**src/rtl/mux2_if.sv**
```systemverilog
// rtl/mux2_if.sv - data, select and status bundle for the mux2 block
interface mux2_if #(
  parameter int WIDTH = 1,
  parameter int CNT_W = 8
);
  logic [WIDTH-1:0] a;
  logic [WIDTH-1:0] b;
  logic             sel;
  logic             en;
  logic [WIDTH-1:0] out;
  logic [WIDTH-1:0] out_q;
  logic             valid;
  logic [CNT_W-1:0] sel_chg;

  modport master (
    output a, b, sel, en,
    input  out, out_q, valid, sel_chg
  );

  modport slave (
    input  a, b, sel, en,
    output out, out_q, valid, sel_chg
  );
endinterface

```
**src/rtl/mux2.sv**
```systemverilog
// rtl/mux2.sv - 2:1 mux with registered copy and saturating select-change counter
module mux2 #(
  parameter int WIDTH = 1,
  parameter int CNT_W = 8
) (
  input logic   clk,
  input logic   rst,
  mux2_if.slave bus
);
  localparam logic [CNT_W-1:0] CNT_MAX = '1;

  logic [WIDTH-1:0] mux_d;
  logic [WIDTH-1:0] out_q_r;
  logic             valid_r;
  logic [CNT_W-1:0] sel_chg_r;
  logic             sel_d;
  logic             primed;

  // ?: keeps agreeing bits and yields X only where a and b differ when sel is unknown
  assign mux_d = bus.sel ? bus.b : bus.a;

  always_ff @(posedge clk) begin
    if (rst) begin
      out_q_r <= '0;
      valid_r <= 1'b0;
    end else if (bus.en) begin
      out_q_r <= mux_d;
      valid_r <= 1'b1;
    end
  end

  // first edge after reset only primes sel_d so it never counts as a transition
  always_ff @(posedge clk) begin
    if (rst) begin
      sel_chg_r <= '0;
      primed    <= 1'b0;
      sel_d     <= 1'b0;
    end else begin
      sel_d  <= bus.sel;
      primed <= 1'b1;
      if (primed && (bus.sel != sel_d) && (sel_chg_r != CNT_MAX))
        sel_chg_r <= sel_chg_r + 1'b1;
    end
  end

  assign bus.out     = mux_d;
  assign bus.out_q   = out_q_r;
  assign bus.valid   = valid_r;
  assign bus.sel_chg = sel_chg_r;
endmodule

```
**src/flat_wrapper.sv**
```systemverilog
// flat-port wrapper written by rule: the top's interface ports become plain ports
module mux2_flat 
#(
  parameter int WIDTH = 1,
  parameter int CNT_W = 8
)
  (clk, rst, bus_a, bus_b, bus_sel, bus_en, bus_out, bus_out_q, bus_valid, bus_sel_chg);
  mux2_if #(.WIDTH(WIDTH), .CNT_W(CNT_W)) bus_i ();
  input logic clk;
  input logic rst;
  input wire logic [$bits(bus_i.a)-1:0] bus_a;
  input wire logic [$bits(bus_i.b)-1:0] bus_b;
  input wire logic [$bits(bus_i.sel)-1:0] bus_sel;
  input wire logic [$bits(bus_i.en)-1:0] bus_en;
  output wire logic [$bits(bus_i.out)-1:0] bus_out;
  output wire logic [$bits(bus_i.out_q)-1:0] bus_out_q;
  output wire logic [$bits(bus_i.valid)-1:0] bus_valid;
  output wire logic [$bits(bus_i.sel_chg)-1:0] bus_sel_chg;
  assign bus_i.a = bus_a;
  assign bus_i.b = bus_b;
  assign bus_i.sel = bus_sel;
  assign bus_i.en = bus_en;
  assign bus_out = bus_i.out;
  assign bus_out_q = bus_i.out_q;
  assign bus_valid = bus_i.valid;
  assign bus_sel_chg = bus_i.sel_chg;
  mux2 #(.WIDTH(WIDTH), .CNT_W(CNT_W)) u_core (.clk(clk), .rst(rst), .bus(bus_i));
endmodule
```
**config.mk**
```make
export PLATFORM = sky130hd
export DESIGN_NAME = mux2_flat
export DESIGN_NICKNAME = d
export VERILOG_FILES = /design/src/rtl/mux2_if.sv /design/src/rtl/mux2.sv /design/src/flat_wrapper.sv
export SDC_FILE = /design/constraint.sdc
export NUM_CORES = 1
export LEC_CHECK = 0
export ABC_AREA = 1
export CORE_AREA = 2 2 39 41
export DETAILED_ROUTE_END_ITERATION = 8
export DIE_AREA = 0 0 41 43
export PLACE_DENSITY = 0.88
export SLEW_MARGIN = 40
export SYNTH_ARGS = -nofsm -noshare
export SYNTH_HDL_FRONTEND = slang
export SYNTH_SLANG_ARGS = --single-unit
```
**constraint.sdc**
```tcl
create_clock -name clk -period 2.1 [get_ports clk]
set_clock_uncertainty 0.2 [all_clocks]
set_input_delay 0.525 -clock clk [delete_from_list [all_inputs] [get_ports clk]]
set_output_delay 0.525 -clock clk [all_outputs]
set_load 0.02 [all_outputs]
```
==> results of run 1 <==
-- layer usage --
metal	global-route usage	wire, µm
met4	0.0600	0
met3	0.0471	48
met5	0	0
met1	0.207	514
met2	0.219	524
-- final timing paths --
path / start / endpoint / slack (ns) / depth (start not counted)
max: u_core.bus.sel_chg[3]$_SDFFE_PP0P_ / bus_sel_chg[3] / 0.08 / 1
min: u_core.bus.valid$_SDFFE_PP0P_ / u_core.bus.valid$_SDFFE_PP0P_ / 0.27 / 2
max reg2reg: u_core.bus.sel_chg[0]$_SDFFE_PP0P_ / u_core.bus.sel_chg[0]$_SDFFE_PP0P_ / 0.58 / 9
min reg2reg: u_core.bus.valid$_SDFFE_PP0P_ / u_core.bus.valid$_SDFFE_PP0P_ / 0.27 / 2
-- logic make-up after synthesis --
group / after synthesis / synth area share
AOI/OAI and AO/OA: 5 / 0.0453
DFF: 12 / 0.395
buffers and inverters: 11 / 0.0720
and+or+nand+nor: 58 / 0.467
adders and majority gates: 1 / 0.0206
-- Yosys cell counts, types with 2 or more instances --
cell	instances
dfxtp_1	12
nand2_4	2
nor2_1	16
nor2_4	3
nor3_1	2
nand2_2	2
a21oi_1	3
inv_1	9
nand4_1	2
nand2_1	23
nand3_1	6
-- power breakdown --
group	internal (mW)	total [mW]	leakage (nW)	switching (mW)
clock	0.0661	0.135	0.0138	0.0690
combinational	0.0358	0.0778	0.261	0.0421
sequential	0.237	0.244	0.0985	0.00698
total	0.339	0.457	0.373	0.118
-- cell type report --
class / instances / area (µm²)
Sequential cell: 12 / 240
Timing Repair Buffer: 17 / 164
Inverter: 11 / 43.8
Multi-Input combinational cell: 64 / 324
Clock buffer: 3 / 22.5
Fill cell: 130 / 569
Tap cell: 16 / 20.0
-- stage by stage --
| stage | power, mW | utilization | hold WS (ns) | setup WS [ns] |
|---|---|---|---|---|
| final | 0.457 | 0.589 | 0.270 | 0.0814 |
| after global routing | 0.485 | 0.589 | 0.327 | 0.0126 |
| after CTS | 0.465 | 0.591 | 0.280 | 0.00750 |
| after detailed placement | 0.330 | 0.575 | 0.264 | -0.433 |
| after global placement | 0.328 | 0.575 | 0.247 | -0.424 |
| after floorplan | 0.293 | - | 0.339 | 0.528 |
-- repair_timing --
item,in CTS,in global routing
hold endpoints to repair,0,0
endpoints found under the setup margin,1,2
resized for setup,4,2
-- registers in the layout, indices dropped and copies added, names as in the netlist --
register,count
u_core.bus.sel_chg,8
u_core.bus.out_q,1
u_core.bus.valid,1
u_core.primed,1
u_core.sel_d,1
-- placed cells by master (no fill, tap or decap), drive strengths merged --
| master | netlist | final |
|---|---|---|
| a21oi | 3 | 3 |
| buf | 0 | 2 |
| clkbuf | 0 | 3 |
| clkdlybuf4s50 | 0 | 13 |
| clkinv | 1 | 1 |
| dfxtp | 12 | 12 |
| dlygate4sd2 | 0 | 1 |
| dlymetal6s2s | 0 | 1 |
| ha | 1 | 1 |
| inv | 10 | 10 |
| nand2 | 27 | 27 |
| nand3 | 7 | 7 |
| nand4 | 2 | 2 |
| nor2 | 19 | 19 |
| nor3 | 2 | 2 |
| o211ai | 1 | 1 |
| o21ai | 1 | 1 |
| or2 | 1 | 1 |
==> run_results.csv, run 1 <==
group,metric,value,unit
yosys,netlist_area,608,µm²
final_layout,layout.cells.non_filler,123,
setup_path,cp_slowest_cell,"clkdlybuf4s50_1",
route,wl_per_cell,8.85,µm
clocking,cts_hold_buf,0,
setup_path,criticalPathCategory,"reg2out",
floorplanning,die-width,41,µm
final_layout,diodes,0,
yosys,synth_area_leaders,"dfxtp_1, nand2_1, nor2_1",
hold_path,hold_class,"reg2reg",
clocking,clock_sinks,12,
final_layout,nets,116,
clocking,clk_latency,0.26,ns
placement,dp.cells,120,
yosys,async_flop_share,0,
timing,fmax,0.495,GHz
power_and_ir_drop,power-per-cell-area,561,nW/µm²
setup_path,critPathMaxFanout,5,
global_routing,gr-total-overflow,0,
yosys,syn_area_per_cell,6.99,µm²
yosys,synth_top_area_cell,"dfxtp_1",
timing,fin_crit_sh,0.961,
clocking,cts_inserted_buffers,3,
yosys,ys_ff_latch,12,
final_layout,syn2layout_area_growth,34.0,%
global_routing,grt_max_degree,10,
setup_path,end_kind,"output port",
timing,relSlewSlack,0.837,
clocking,cts_tree,"built",
route,drtAntennaViolNets,0,
setup_path,cpLargestDelayFamily,"buffers and inverters",
power_and_ir_drop,ir_drop,0.000328,V
floorplanning,coreArea,1380,µm²
route,route.detailed.drc,0,
clocking,clk_path_buf_depth,2,
global_routing,grt_pass1_vias,481,
timing,final_max_slew_viol_count,0,
final_layout,layout-drive-gt1-share,0.140,
timing,hold_violations,0,
yosys,ys.flop_type,"dfxtp_1",
route,first_pass_iters,4,
setup_path,slowest_delay,0.63,ns
run_status,outcome,"finished clean",
timing,period_needed,2.02,ns
route,vias,571,
setup_path,arrival,1.29,ns
setup_path,crit_path_start_kind,"flop",
route,wirelength,1.09,mm
clocking,post_cts_buffers,0,
timing,setup_tns,0,ns
power_and_ir_drop,p_leak,0.373,nW
job,drv_cap,0,
yosys,synth_nets,94,
floorplanning,ioPinCount,17,
clocking,htree_levels,1,
floorplanning,rows,14,
route,routed_via_density,4.64,
timing,worstMarginPinSlew,0.243,ns
placement,gp_routability_congestion,0.733,
setup_path,cp.required,1.37,ns
yosys,synthCells,87,
clocking,cts_root_buffer,"clkbuf_4",
placement,portBuffers,16,
global_routing,antenna_found_initial,0,
floorplanning,die_y,43,µm
final_layout,design_area,815,µm²
yosys,yosys_warnings,0,
clocking,clk_pin_slew_worst_paths,0.07,ns
yosys,yosysUniqueCellTypes,18,
setup_path,crit_chain,"clkdlybuf4s50_1",
floorplanning,start_util,0.439,
placement,place_area,796,µm²
yosys,synth-edff-count,0,
global_routing,grtUsageTotal,0.153,
global_routing,grt_pass1_wl,1.88,mm
placement,hpwl,847,µm
setup_path,critical_path_buf_inv_count,1,
floorplanning,die_area,1760,µm²
yosys,yosysSeqAreaShare,0.395,
timing,setup_viol,0,
timing,rsz0062_at_grt,"false",
yosys,synth_top_area_share,0.395,
route,drtIter0Drc,5,
Note: power is estimated with default switching activity, not from simulation.
==> inputs of run 2 (changes only) <==
--- a/config.mk
+++ b/config.mk
@@ -9,7 +9,7 @@
 export CORE_AREA = 2 2 39 41
 export DETAILED_ROUTE_END_ITERATION = 8
 export DIE_AREA = 0 0 41 43
-export PLACE_DENSITY = 0.88
+export PLACE_DENSITY = 0.84
 export SLEW_MARGIN = 40
 export SYNTH_ARGS = -nofsm -noshare
 export SYNTH_HDL_FRONTEND = slang
==> run 2 against run 1 <==
  * Via count up 4.7%
  * Count of clock-buffer cells in the layout up 1
  * Cell count up 1.6%
  * Clock power up 37%
  * Worst hold slack better by 0.018 ns
  * Non-clock buffer count up 1
  * Maximum frequency down 0.70%
  * Critical path depth unchanged
  * Utilization up 1.9 points
  * Worst setup slack worse by 0.014 ns
  * Sequential cell count unchanged
==> run_results.csv, run 2 (synthesis results as in run 1) <==
group,metric,value,unit
final_layout,n_fill_cell,132,
setup_path,arrival,1.31,ns
floorplanning,rows,14,
floorplanning,die_area,1760,µm²
final_layout,syn2layout_area_growth,38.3,%
clocking,cts_inserted_buffers,3,
floorplanning,die_y,43,µm
global_routing,antenna_found_initial,0,
power_and_ir_drop,p_leak,0.423,nW
setup_path,cpLargestDelayFamily,"buffers and inverters",
timing,worstMarginPinSlew,0.248,ns
clocking,clock_sinks,12,
final_layout,seq_area,240,µm²
route,vias,598,
setup_path,end_kind,"output port",
timing,hold_violations,0,
setup_path,slowest_delay,0.63,ns
run_status,outcome,"finished clean",
timing,relSlewSlack,0.834,
timing,period_needed,2.03,ns
setup_path,cp_slowest_cell,"clkdlybuf4s50_1",
power_and_ir_drop,swShare,0.253,
clocking,clk_path_buf_depth,2,
power_and_ir_drop,p_switching,128,µW
global_routing,grt_pass1_wl,2.24,mm
power_and_ir_drop,power_frac_comb,0.156,
setup_path,crit_path_start_kind,"flop",
route,routed_via_density,4.78,
floorplanning,ioPinCount,17,
final_layout,layout.cells.most_common_list,"nand2_1, nor2_1, dfxtp_1",
route,drtAntennaViolNets,0,
power_and_ir_drop,pwr-share-clk,0.364,
final_layout,diodes,0,
route,route.detailed.drc,0,
clocking,cts_tree,"built",
timing,fmax,0.492,GHz
route,wirelength,1.17,mm
clocking,cts_hold_buf,0,
setup_path,crit_chain,"clkdlybuf4s50_1",
power_and_ir_drop,power,508,µW
setup_path,cp.required,1.37,ns
setup_path,critical_path_buf_inv_count,1,
placement,gp_routability_congestion,0.748,
global_routing,gr-total-overflow,0,
clocking,cts_root_buffer,"clkbuf_4",
timing,worst_slack,0.0671,ns
final_layout,nets,117,
final_layout,final_common_cell,"nand2_1",
timing,fin_crit_sh,0.968,
power_and_ir_drop,sequentialPowerShare,0.480,
floorplanning,start_util,0.439,
route,wl_per_cell,9.37,µm
timing,final_max_slew_viol_count,0,
route,first_pass_iters,2,
power_and_ir_drop,internal-power,379,µW
placement,portBuffers,16,
clocking,htree_levels,1,
placement,hpwl,929,µm
global_routing,grt_max_degree,10,
floorplanning,die-width,41,µm
final_layout,multiInputGateArea,324,µm²
global_routing,grt_pass1_vias,563,
timing,rsz0062_at_grt,"false",
setup_path,critPathMaxFanout,5,
route,drtIter0Drc,4,
job,drv_cap,0,
setup_path,criticalPathCategory,"reg2out",
global_routing,grtUsageTotal,0.183,
clocking,clk_pin_slew_worst_paths,0.07,ns
placement,place_ws,-0.434,ns
power_and_ir_drop,ir_drop,0.000426,V
timing,setup_tns,0,ns
hold_path,hold_class,"reg2reg",
power_and_ir_drop,power-per-cell-area,604,nW/µm²
timing,setup_viol,0,
final_layout,largest_reg_flops,8,
floorplanning,coreArea,1380,µm²
clocking,clk_latency,0.28,ns
final_layout,layout-drive-gt1-share,0.156,
-- run 2: cell types whose count changed in the layout (fill, tap and decap cells not counted) --
| cell | delta |
|---|---|
| buf_4 | +1 |
| clkdlybuf4s50_1 | -2 |
| dlymetal6s2s_1 | +2 |
| clkbuf_8 | +1 |
-- run 2: layout make-up --
| class | instances | area share |
|---|---|---|
| multi-input combinational | 64 | 0.385 |
| sequential | 12 | 0.286 |
| tap | 16 | 0.0238 |
| inverter | 11 | 0.0521 |
| timing repair buffer | 18 | 0.210 |
| clock buffer | 4 | 0.0432 |
-- run 2: worst min-delay path: stages, from the launching register on --
cell and delay [ns]:
dfxtp_1 0.34, nor2_1 0.05, nor2_1 0.07
-- run 2: power groups by stage --
stage	Clock, mW	Combinational (mW)	Sequential [mW]
2_1_floorplan	0	0.0334	0.259
3_3_place_gp	0	0.0804	0.249
3_5_place_dp	0	0.0822	0.249
4_1_cts	0.193	0.0816	0.244
5_1_grt	0.204	0.0891	0.245
6_report	0.185	0.0790	0.244
-- run 2: timing repair --
action | CTS | global route
pin swaps | 0 | 0
resized for setup | 4 | 4
endpoints found under the setup margin | 1 | 4
buffers inserted | 0 | 0
-- run 2: stage by stage --
| step | cell area, µm² | cells | hold WS [ns] | utilization |
|---|---|---|---|---|
| 3_5_place_dp | 803 | 121 | 0.266 | 0.580 |
| 6_report | 841 | 125 | 0.288 | 0.608 |
| 4_1_cts | 840 | 125 | 0.291 | 0.607 |
| 3_3_place_gp | 803 | 121 | 0.249 | 0.580 |
| 2_1_floorplan | 608 | 87 | 0.339 | - |
| 5_1_grt | 841 | 125 | 0.334 | 0.608 |
-- run 2: routing by layer --
layer  global-route usage  routed length, µm  vias to the layer above
li1                     -                  -                      318
met1                0.218                486                      259
met2                0.281                580                       16
met3               0.0838                 89                        5
met4               0.0600                 15                        0
met5                    0                  0                        -
-- run 2: worst paths after layout --
check / endpoint / cells after the start / startpoint / slack [ns]
setup / recovery: bus_sel_chg[3] / 1 / u_core.bus.sel_chg[3]$_SDFFE_PP0P_ / 0.07
hold / removal: u_core.bus.valid$_SDFFE_PP0P_ / 2 / u_core.bus.valid$_SDFFE_PP0P_ / 0.29
setup reg to reg: u_core.bus.sel_chg[1]$_SDFFE_PP0P_ / 9 / u_core.bus.sel_chg[0]$_SDFFE_PP0P_ / 0.57
hold reg to reg: u_core.bus.valid$_SDFFE_PP0P_ / 2 / u_core.bus.valid$_SDFFE_PP0P_ / 0.29
==> inputs of run 3 (changes only) <==
--- a/config.mk
+++ b/config.mk
@@ -6,10 +6,11 @@
 export NUM_CORES = 1
 export LEC_CHECK = 0
 export ABC_AREA = 1
+export CAP_MARGIN = 30
 export CORE_AREA = 2 2 39 41
 export DETAILED_ROUTE_END_ITERATION = 8
 export DIE_AREA = 0 0 41 43
-export PLACE_DENSITY = 0.84
+export PLACE_DENSITY = 0.77
 export SLEW_MARGIN = 40
 export SYNTH_ARGS = -nofsm -noshare
 export SYNTH_HDL_FRONTEND = slang
==> run 3 against run 2 <==
  * Worst setup slack got worse by 0.0067 ns
  * Clock power about the same
  * Largest power group unchanged
  * Count of clock-buffer cells in the layout unchanged
  * Design area fell by 0.30%
  * Critical path type unchanged
  * Global-route usage fell by 0.75 points
==> run_results.csv, run 3 (synthesis results as in run 1) <==
group,metric,value,unit
clocking,cts_resized,5,
clocking,cts_inserted_buffers,3,
placement,portBuffers,16,
placement,gp_routability_congestion,0.758,
floorplanning,die_area,1760,µm²
final_layout,diodes,0,
timing,fmax,0.490,GHz
final_layout,syn2layout_area_growth,37.9,%
timing,worstMarginPinSlew,0.260,ns
timing,relSlewSlack,0.826,
final_layout,final_common_cell,"nand2_1",
final_layout,final_util,0.606,
final_layout,largest_reg_flops,8,
clocking,htree_levels,1,
timing,period_needed,2.04,ns
clocking,clk_latency,0.27,ns
route,wl_per_cell,9.93,µm
setup_path,reg2reg_depth,8,
clocking,clk_path_buf_depth,2,
global_routing,grt_pass1_wl,2.12,mm
setup_path,cp_slowest_cell,"clkdlybuf4s50_1",
timing,rsz0062_at_grt,"false",
timing,setup_tns,0,ns
setup_path,r2r-end,"u_core.bus.sel_chg[1]$_SDFFE_PP0P_",
clocking,clock_sinks,12,
floorplanning,coreArea,1380,µm²
route,drtIter0Drc,4,
clocking,cts_root_buffer,"clkbuf_4",
setup_path,cpLargestDelayFamily,"buffers and inverters",
final_layout,n_fill_cell,137,
final_layout,layout-drive-gt1-share,0.156,
floorplanning,die_y,43,µm
setup_path,criticalPathCategory,"reg2out",
route,drtAntennaViolNets,0,
route,vias,593,
timing,setup_viol,0,
setup_path,slowest_delay,0.63,ns
final_layout,layout.cells.most_common_list,"nand2_1, nor2_1, clkdlybuf4s50_1, dfxtp_1, inv_1",
setup_path,path_depth,1,
setup_path,crit_chain,"clkdlybuf4s50_1",
route,first_pass_iters,4,
clocking,cts_hold_buf,0,
floorplanning,die-width,41,µm
setup_path,arrival,1.31,ns
clocking,post_cts_buffers,0,
setup_path,crit_start,"u_core.bus.sel_chg[3]$_SDFFE_PP0P_",
power_and_ir_drop,p_leak,0.400,nW
final_layout,nets,117,
final_layout,design_area,838,µm²
setup_path,critical_path_buf_inv_count,1,
route,routed_via_density,4.74,
clocking,cts_tree,"built",
setup_path,crit_path_start_kind,"flop",
setup_path,critPathMaxFanout,5,
job,drv_cap,0,
setup_path,end_kind,"output port",
setup_path,cp-endpoint,"bus_sel_chg[3]",
route,wirelength,1.24,mm
setup_path,cp.required,1.37,ns
power_and_ir_drop,power-per-cell-area,609,nW/µm²
run_status,outcome,"finished clean",
global_routing,grtUsageTotal,0.176,
timing,hold_violations,0,
power_and_ir_drop,power,511,µW
setup_path,r2r_slack,0.57,ns
hold_path,hold_class,"reg2reg",
placement,place_area,803,µm²
global_routing,gr-total-overflow,0,
global_routing,grt_pass1_vias,520,
clocking,clk_pin_slew_worst_paths,0.08,ns
timing,final_max_slew_viol_count,0,
setup_path,r2r-start,"u_core.bus.sel_chg[0]$_SDFFE_PP0P_",
route,route.detailed.drc,0,
floorplanning,rows,14,
floorplanning,start_util,0.439,
global_routing,grt_max_degree,10,
global_routing,antenna_found_initial,0,
power_and_ir_drop,ir_drop,0.000464,V
floorplanning,ioPinCount,17,
placement,hpwl,962,µm
timing,fin_crit_sh,0.971,
-- run 3: area by class of cell --
cell class | count | area, µm² | area share
Inverter | 11 | 43.8 | 0.0522
Tap cell | 16 | 20.0 | 0.0239
Timing Repair Buffer | 18 | 174 | 0.207
Clock buffer | 4 | 36.3 | 0.0433
Multi-Input combinational cell | 64 | 324 | 0.387
Sequential cell | 12 | 240 | 0.287
-- run 3: worst min-delay path, delay by kind of cell (launching register included) --
family | cells | cell delay [ns]
AND/OR/NAND/NOR | 2 | 0.13
flip-flops | 1 | 0.34
-- run 3: where the power goes --
part           total, mW  switching [mW]  leakage [nW]  internal, mW
Sequential         0.246         0.00894        0.0985         0.237
Clock              0.187          0.0821        0.0210         0.105
Combinational     0.0772          0.0413         0.280        0.0359
Total              0.511           0.132         0.400         0.378
-- run 3: worst min path at each step --
stage | from | to | cells past startpoint
after floorplan | u_core.bus.valid$_SDFFE_PP0P_ | u_core.bus.valid$_SDFFE_PP0P_ | 2
after global placement | u_core.bus.valid$_SDFFE_PP0P_ | u_core.bus.valid$_SDFFE_PP0P_ | 2
after detailed placement | u_core.bus.valid$_SDFFE_PP0P_ | u_core.bus.valid$_SDFFE_PP0P_ | 2
after CTS | u_core.bus.valid$_SDFFE_PP0P_ | u_core.bus.valid$_SDFFE_PP0P_ | 2
after global routing | u_core.bus.valid$_SDFFE_PP0P_ | u_core.bus.valid$_SDFFE_PP0P_ | 2
final | u_core.bus.valid$_SDFFE_PP0P_ | u_core.bus.valid$_SDFFE_PP0P_ | 2
-- run 3: metrics by stage --
step / instances / setup slack (ns) / hold WS [ns]
5_1_grt: 125 / 0.00487 / 0.334
3_3_place_gp: 121 / -0.378 / 0.251
4_1_cts: 125 / 0.00804 / 0.311
3_5_place_dp: 121 / -0.416 / 0.287
2_1_floorplan: 87 / 0.528 / 0.339
6_report: 125 / 0.0604 / 0.305
-- run 3: routing by layer --
metal | global-route usage | share of wire | vias to the layer above
li1 | - | - | 315
met1 | 0.233 | 0.46 | 265
met2 | 0.256 | 0.50 | 11
met3 | 0.0471 | 0.032 | 2
met4 | 0.0800 | 0.0097 | 0
met5 | 0 | 0 | -
